<file path="config.mk">
export PLATFORM = sky130hd
export DESIGN_NAME = battle_phase_ctrl
export DESIGN_NICKNAME = d
export VERILOG_FILES = /design/src/rtl/battle_phase_ctrl.sv
export SDC_FILE = /design/constraint.sdc
export NUM_CORES = 1
export LEC_CHECK = 0
export BUFFER_PORTS_ARGS = -buffer_cell sky130_fd_sc_hd__buf_2
export CORE_MARGIN = 2
export CORE_UTILIZATION = 29
export CTS_CLUSTER_SIZE = 20
export DETAILED_ROUTE_END_ITERATION = 10
export GPL_TIMING_DRIVEN = 0
export SLEW_MARGIN = 20
export SYNTH_ARGS = -nofsm -noshare
export SYNTH_HDL_FRONTEND = slang
export SYNTH_SLANG_ARGS = --single-unit
</file>
<file path="constraint.sdc">
create_clock -name clk -period 2.9 [get_ports clk]
set_input_delay 0.58 -clock clk [delete_from_list [all_inputs] [get_ports clk]]
set_output_delay 0.58 -clock clk [all_outputs]
set_load 0.03 [all_outputs]
</file>
<file path="src/rtl/battle_phase_ctrl.sv">
// Battle-screen turn sequencer: phase code, turn index, HP bookkeeping and win/lose.
// Optional enemy-phase watchdog is built when BATTLE_PHASE_TIMEOUT_EN is defined.
module battle_phase_ctrl #(
    parameter int unsigned PLAYER_HP      = 20,
    parameter int unsigned ENEMY_HP       = 30,
    parameter int unsigned HIT_DMG        = 4,
    parameter int unsigned NUM_TURNS      = 16,
    parameter logic [31:0] TIMEOUT_CYCLES = 32'd650000000
) (
    input  logic       clk,
    input  logic       rst,
    input  logic       start_in,
    input  logic       player_done_in,
    input  logic [7:0] player_dmg_in,
    input  logic       enemy_busy_in,
    input  logic       enemy_finished_in,
    input  logic       damage_in,
    output logic [3:0] state_out,
    output logic [3:0] turn_out,
    output logic [7:0] player_hp_out,
    output logic [7:0] enemy_hp_out,
    output logic       game_over_out,
    output logic       win_out,
    output logic       timeout_out
);
    localparam logic [7:0] PLAYER_HP_INIT = 8'(PLAYER_HP);
    localparam logic [7:0] ENEMY_HP_INIT  = 8'(ENEMY_HP);
    localparam logic [8:0] HIT_DMG_W      = 9'(HIT_DMG);
    localparam logic [3:0] TURN_LAST      = 4'(NUM_TURNS - 1);

    typedef enum logic [3:0] {
        S_IDLE   = 4'b1010,
        S_PLAYER = 4'b0100,
        S_ENEMY  = 4'b1000,
        S_WIN    = 4'b0001,
        S_LOSE   = 4'b1111
    } state_e;

    state_e     state_q;
    logic [3:0] turn_q;
    logic [7:0] player_hp_q;
    logic [7:0] enemy_hp_q;
    logic       game_over_q;
    logic       win_q;

    logic [8:0] enemy_diff;
    logic [8:0] player_diff;
    logic [7:0] enemy_hp_d;
    logic [7:0] player_hp_d;
    logic [3:0] turn_d;
    logic       player_dead;

    // 9-bit subtraction; a set borrow bit means the true result went negative
    assign enemy_diff  = {1'b0, enemy_hp_q} - {1'b0, player_dmg_in};
    assign player_diff = {1'b0, player_hp_q} - HIT_DMG_W;
    assign enemy_hp_d  = enemy_diff[8] ? 8'd0 : enemy_diff[7:0];
    assign player_hp_d = player_diff[8] ? 8'd0 : player_diff[7:0];
    assign turn_d      = (turn_q == TURN_LAST) ? 4'd0 : turn_q + 4'd1;
    assign player_dead = damage_in && (player_hp_d == 8'd0);

`ifdef BATTLE_PHASE_TIMEOUT_EN
    logic [31:0] wd_cnt_q;
    logic        timeout_q;
    logic        wd_expired;

    assign wd_expired  = (wd_cnt_q + 32'd1) == TIMEOUT_CYCLES;
    assign timeout_out = timeout_q;
    wire   unused_busy = enemy_busy_in;
`else
    assign timeout_out = 1'b0;
    wire [32:0] unused_cfg = {enemy_busy_in, TIMEOUT_CYCLES};
`endif

    always_ff @(posedge clk) begin
        if (rst) begin
            state_q     <= S_IDLE;
            turn_q      <= 4'd0;
            player_hp_q <= PLAYER_HP_INIT;
            enemy_hp_q  <= ENEMY_HP_INIT;
            game_over_q <= 1'b0;
            win_q       <= 1'b0;
`ifdef BATTLE_PHASE_TIMEOUT_EN
            wd_cnt_q    <= 32'd0;
            timeout_q   <= 1'b0;
`endif
        end else begin
            case (state_q)
                S_IDLE, S_WIN, S_LOSE: begin
                    if (start_in) begin
                        state_q     <= S_PLAYER;
                        turn_q      <= 4'd0;
                        player_hp_q <= PLAYER_HP_INIT;
                        enemy_hp_q  <= ENEMY_HP_INIT;
                        game_over_q <= 1'b0;
                        win_q       <= 1'b0;
                    end
                end
                S_PLAYER: begin
                    if (player_done_in) begin
                        enemy_hp_q <= enemy_hp_d;
                        if (enemy_hp_d == 8'd0) begin
                            state_q     <= S_WIN;
                            game_over_q <= 1'b1;
                            win_q       <= 1'b1;
                        end else begin
                            state_q <= S_ENEMY;
`ifdef BATTLE_PHASE_TIMEOUT_EN
                            wd_cnt_q <= 32'd0;
`endif
                        end
                    end
                end
                S_ENEMY: begin
                    // damage resolves before finish so a lethal hit never advances the turn
                    if (damage_in) begin
                        player_hp_q <= player_hp_d;
                    end
                    if (player_dead) begin
                        state_q     <= S_LOSE;
                        game_over_q <= 1'b1;
                    end else if (enemy_finished_in) begin
                        state_q <= S_PLAYER;
                        turn_q  <= turn_d;
                    end
`ifdef BATTLE_PHASE_TIMEOUT_EN
                    else if (wd_expired) begin
                        state_q   <= S_PLAYER;
                        turn_q    <= turn_d;
                        timeout_q <= 1'b1;
                    end else begin
                        wd_cnt_q <= wd_cnt_q + 32'd1;
                    end
`endif
                end
                default: state_q <= S_IDLE;
            endcase
        end
    end

    assign state_out     = state_q;
    assign turn_out      = turn_q;
    assign player_hp_out = player_hp_q;
    assign enemy_hp_out  = enemy_hp_q;
    assign game_over_out = game_over_q;
    assign win_out       = win_q;
endmodule
</file>
==> flow_summary.ini, run 1 <==
[die]
initial_core_util_pct = 29.74
ios = 42
die_x_um = 81.69
row_count = 28
die_height_um = 81.69
die_area_um2 = 6673
core_um2 = 5886

[synth]
async_flop_share_pct = 0
synthTopCellsByCount = 26 x dfxtp_1, 24 x nor2_1, 20 x a21oi_1, 17 x inv_1, 17 x nand2_1
syn_area_um2 = 1750
synth_top_area_share_pct = 29.74
synth_seq_cells = 26
synthTopCellsByArea = dfxtp_1 30%, ha_1 7.9%, a21oi_1 5.7%
netlist_instances = 228
avgSynthCellArea_um2 = 7.677
synth.net_count = 255
yosysSeqAreaShare_pct = 29.74
synth_edf_count = 0
synth_top_area_cell = dfxtp_1
synthFlopType = dfxtp_1
yosys_warnings = 0
synth.most_common_cell = dfxtp_1
synth.lib_cells_used.distinct = 52

[detailed_routing]
route.detailed.drc = 0
avgRoutedWirePerCell_um = 12.21
routed_via_density = 5.099
vias = 1759
ant_nets = 0
first_pass_iters = 4
routed_wirelength_um = 4211
dr.first_iter.drc_count = 73

[critical_path]
r2r_cells = 10
cp-startpoint = enemy_hp_out[0]
cpMaxStageDelayCell = fa_1
crit_chain = inv_1 -> ha_1 -> fa_1 -> nand2b_1 -> a21oi_1 -> xor2_1 -> or3_1 -> nor3_1 -> o21ai_0 -> o21ai_0
required_ps = 3090
cp_common_cell = o21ai_0
crit_fanout = 3
worst_ep_arrival_time_ps = 2810
endpoint_kind = flip-flop
crit_end = win_out
startpoint_type = flip-flop
slowest_delay_ps = 400
worstReg2RegStart = enemy_hp_out[0]
r2r_end = win_out
rrSetupSlack_ps = 280
critical_path_class = flip-flop to flip-flop

[placed_design]
globalplace.congestion = 0.7910
placedInstanceArea_um2 = 2039
place_hpwl_um = 3282
numPortBuffers = 39

[power]
irDropWorstVdd_mv = 0.3798
p_leak_uw = 0.0009256
p_total_uw = 1785
p_per_area_nw_per_um2 = 857.8

[grt]
antenna_found_initial = 0
grt_max_degree = 14
grt_pass1_wl_um = 7169
grt_overflow = 0
grtUsageTotal_pct = 13.52
grt_pass1_vias = 1623

[final_layout]
area_growth_pct = 18.87
nets = 299
multi_input_area_um2 = 1129
drive_above_1_share_pct = 18.89
nFillCells = 668
stdcell_area_um2 = 2081
diodes = 0
seq_area_um2 = 520.5

[sta]
slew_violations = 0
setup_viol = 0
slew_headroom_pct = 61.90
hold_viol = 0
fmax_mhz = 382.0
worst_pin_slew_ps = 571.5
rsz0062_at_grt = false
fin_crit_sh_pct = 90.28
clock_skew_ps = 4.696
min_period_ps = 2618

[clock_network]
clock-sinks = 26
numCtsBuffers = 3
cts_setup_buffers = 0
cts_tree = built
cts_resized = 0
cts_hold_buf = 0
clockBufferDepth = 2
path_clk_slew_ps = 80
htreeDepth = 1
insertion_delay_ps = 270
cts_root_buf = clkbuf_8

[worst_hold_path]
worst_hold_path_type = flip-flop to flip-flop

[outcome]
status = completed

[job]
cap_violations = 0
-- registers in the layout, indices dropped and copies added (netlist names) --
signal	flops
enemy_hp_out	8
player_hp_out	8
win_out	1
turn_out	4
state_out	4
game_over_out	1
-- final cells by class --
type | instances | area share, %
Multi-Input combinational cell | 177 | 54.24
Sequential cell | 26 | 25.01
Timing Repair Buffer | 39 | 9.381
Tap cell | 75 | 4.510
Inverter | 17 | 3.067
Clock buffer | 3 | 1.984
Buffer | 8 | 1.804
-- power breakdown --
group          switching, uW  internal, uW
combinational            697           382
clock                    114          93.3
sequential              67.3           431
total                    878           907
-- cell usage in the layout (no fill, tap or decap), drive strengths merged, types with 3 or more instances in the layout --
master	netlist	routed
buf	4	43
dfxtp	26	26
nor2	24	24
a21oi	21	21
inv	17	17
nand2	17	17
o21ai	15	15
ha	11	11
nor3	9	9
nand3	7	7
clkbuf	4	7
nand2b	6	6
xnor2	4	4
a22oi	4	4
o211ai	4	4
or3	4	4
and2	4	4
nor2b	3	3
a221o	3	3
xor2	3	3
and3	3	3
-- cells by family after synthesis --
| family | after synthesis | synth area share, % |
|---|---|---|
| and+or+nand+nor | 89 | 26.09 |
| AOI/OAI and AO/OA | 66 | 24.52 |
| DFF | 26 | 29.74 |
| buffers and inverters | 25 | 5.789 |
| adders and majority gates | 12 | 9.006 |
| xor gates and xnor gates | 7 | 3.503 |
| muxes | 2 | 1.144 |
| other | 1 | 0.2142 |
-- worst min-delay path by stage --
stage | start | end | cells after the start
5_1_grt | player_hp_out[0] | player_hp_out[0] | 1
2_1_floorplan | win_out | win_out | 2
3_3_place_gp | win_out | win_out | 2
6_report | player_hp_out[0] | player_hp_out[0] | 1
4_1_cts | player_hp_out[0] | player_hp_out[0] | 1
3_5_place_dp | player_hp_out[0] | player_hp_out[0] | 1
-- metal layers --
| layer | vias up | track usage, % | part of all wire [%] |
|---|---|---|---|
| li1 | 905 | - | - |
| met4 | 0 | 4.000 | 1.1 |
| met5 | - | 0 | 0 |
| met2 | 33 | 23.77 | 47 |
| met3 | 5 | 2.088 | 4.3 |
| met1 | 816 | 17.02 | 47 |
-- worst max-delay path: cells and delay by family (launching register included) --
family,cells,cell delay (ps)
buffers and inverters,1,70
xor gates and xnor gates,1,110
adders and majority gates,2,590
DFF,1,370
AOI/OAI and AO/OA,3,640
and+or+nand+nor,3,760
-- per-stage QoR --
step / util [%] / std cells / worst slack, ps / hold WS, ps / setup TNS (ps)
2_1_floorplan: - / 228 / 451.9 / 581.0 / 0
3_3_place_gp: 34.65 / 342 / 20.40 / 466.9 / 0
3_5_place_dp: 34.65 / 342 / -31.68 / 466.5 / -31.68
4_1_cts: 35.35 / 345 / 220.0 / 493.0 / 0
5_1_grt: 35.35 / 345 / 54.84 / 507.0 / 0
6_report: 35.35 / 345 / 282.0 / 482.7 / 0
Power figures use the tool's default switching activity.
==> run 2, diff against run 1 <==
- BUFFER_PORTS_ARGS: -buffer_cell sky130_fd_sc_hd__buf_2 -> -buffer_cell sky130_fd_sc_hd__clkbuf_2
==> flow_summary.ini, run 2 (synthesis gave the netlist of run 1 again) <==
[outcome]
status = completed

[detailed_routing]
dr.first_iter.drc_count = 75
first_pass_iters = 5
routed_via_density = 5.041
ant_nets = 0
vias = 1739
avgRoutedWirePerCell_um = 11.95
routed_wirelength_um = 4122
route.detailed.drc = 0

[critical_path]
required_ps = 3090
endpoint_kind = flip-flop
cp_common_cell = o21ai_0
worst_ep_arrival_time_ps = 2820
critical_path_class = flip-flop to flip-flop
crit_fanout = 3
path_delay_family = simple AND/OR/NAND/NOR gates
crit_chain = inv_1 -> ha_1 -> fa_1 -> nand2b_1 -> a21oi_1 -> xor2_1 -> or3_1 -> nor3_1 -> o21ai_0 -> o21ai_0
cpMaxStageDelayCell = fa_1
startpoint_type = flip-flop
critPathBufInv = 1
slowest_delay_ps = 400

[sta]
slew_headroom_pct = 62.53
fin_crit_sh_pct = 90.68
clock_skew_ps = 11.02
setup_viol = 0
worst_pin_slew_ps = 562.1
fmax_mhz = 380.3
rsz0062_at_grt = false
min_period_ps = 2630
hold_viol = 0
slew_violations = 0

[clock_network]
htreeDepth = 1
cts_resized = 0
insertion_delay_ps = 270
cts_root_buf = clkbuf_8
cts_hold_buf = 0
clockBufferDepth = 2
numCtsBuffers = 3
cts_tree = built
clock-sinks = 26
cts_setup_buffers = 0
path_clk_slew_ps = 80

[die]
die_x_um = 81.69
ios = 42
die_area_um2 = 6673
initial_core_util_pct = 29.74
core_um2 = 5886
row_count = 28
die_height_um = 81.69

[power]
swShare_pct = 49.12
irDropWorstVdd_mv = 0.4512
p_leak_uw = 0.0009214
p_comb_share_pct = 60.3
switchingPower_uw = 873.7
p_per_area_nw_per_um2 = 854.8
p_clk_share_pct = 11.6
pwr-share-seq_pct = 28.1
internal_power_uw = 904.9
p_total_uw = 1779

[final_layout]
nets = 299
fin_cells = 345
diodes = 0
final_common_cell = clkbuf_2
layout_common_cells = 39 x clkbuf_2, 26 x dfxtp_1, 24 x nor2_1
drive_above_1_share_pct = 18.89
nFillCells = 643
area_growth_pct = 18.87

[placed_design]
place_hpwl_um = 3262
numPortBuffers = 39
dp_cells = 342
globalplace.congestion = 0.7870

[worst_hold_path]
worst_hold_path_type = flip-flop to flip-flop

[grt]
grtUsageTotal_pct = 13.27
grt_overflow = 0
grt_max_degree = 14
antenna_found_initial = 0
grt_pass1_wl_um = 7010
grt_pass1_vias = 1560

[job]
cap_violations = 0
[run 2: cell count changes in the layout (fill, tap and decap cells not counted)]
| cell | change |
|---|---|
| clkbuf_2 | +39 |
| buf_2 | -39 |
[run 2: cell type report]
class                      count  area [um^2]  area share (%)
timing repair buffer          39        195.2           9.381
buffer                         8        37.54           1.804
multi-input combinational    177         1129           54.24
inverter                      17        63.81           3.067
sequential                    26        520.5           25.01
clock buffer                   3        41.29           1.984
tap                           75        93.84           4.510
[run 2: power by group through the flow]
stage	logic, uW	clock network (uW)	registers (uW)
2_1_floorplan	704	0	634
3_3_place_gp	1070	0	508
3_5_place_dp	1070	0	507
4_1_cts	1080	213	501
5_1_grt	1210	226	514
6_report	1070	207	500
[run 2: per-stage QoR]
stage               instance area [um^2]  setup TNS, ps  utilization (%)  setup WS, ps  hold slack, ps
finish                              2081              0            35.35         270.3           495.3
global route                        2081              0            35.35         14.36           512.4
CTS                                 2081              0            35.35         199.7           502.5
detailed placement                  2039         -37.39            34.65        -37.39           483.0
global placement                    2039              0            34.65         33.93           470.9
floorplan                           1750              0                -         451.9           581.0
[run 2: worst register-to-register path: cells and delay by family, from the launching register on]
| family | cells | cell delay [ps] |
|---|---|---|
| xor gates and xnor gates | 1 | 110 |
| buffers and inverters | 1 | 70 |
| DFF | 1 | 370 |
| AOI/OAI and AO/OA | 3 | 630 |
| adders and majority gates | 2 | 590 |
| and+or+nand+nor | 3 | 770 |
[run 2: worst paths after layout]
check / startpoint / to / slack (ps) / cells past startpoint
hold / removal: player_hp_out[0] / player_hp_out[0] / 500 / 1
hold reg to reg: player_hp_out[0] / player_hp_out[0] / 500 / 1
setup reg to reg: enemy_hp_out[0] / win_out / 270 / 10
setup / recovery: enemy_hp_out[0] / win_out / 270 / 10
[run 2: layer usage]
metal,part of all wire (%),vias to the layer above,global-route usage [%]
li1,-,906,-
met4,1.2,0,4.000
met2,48,38,22.87
met3,5.3,5,1.978
met1,46,790,17.09
met5,0,-,0
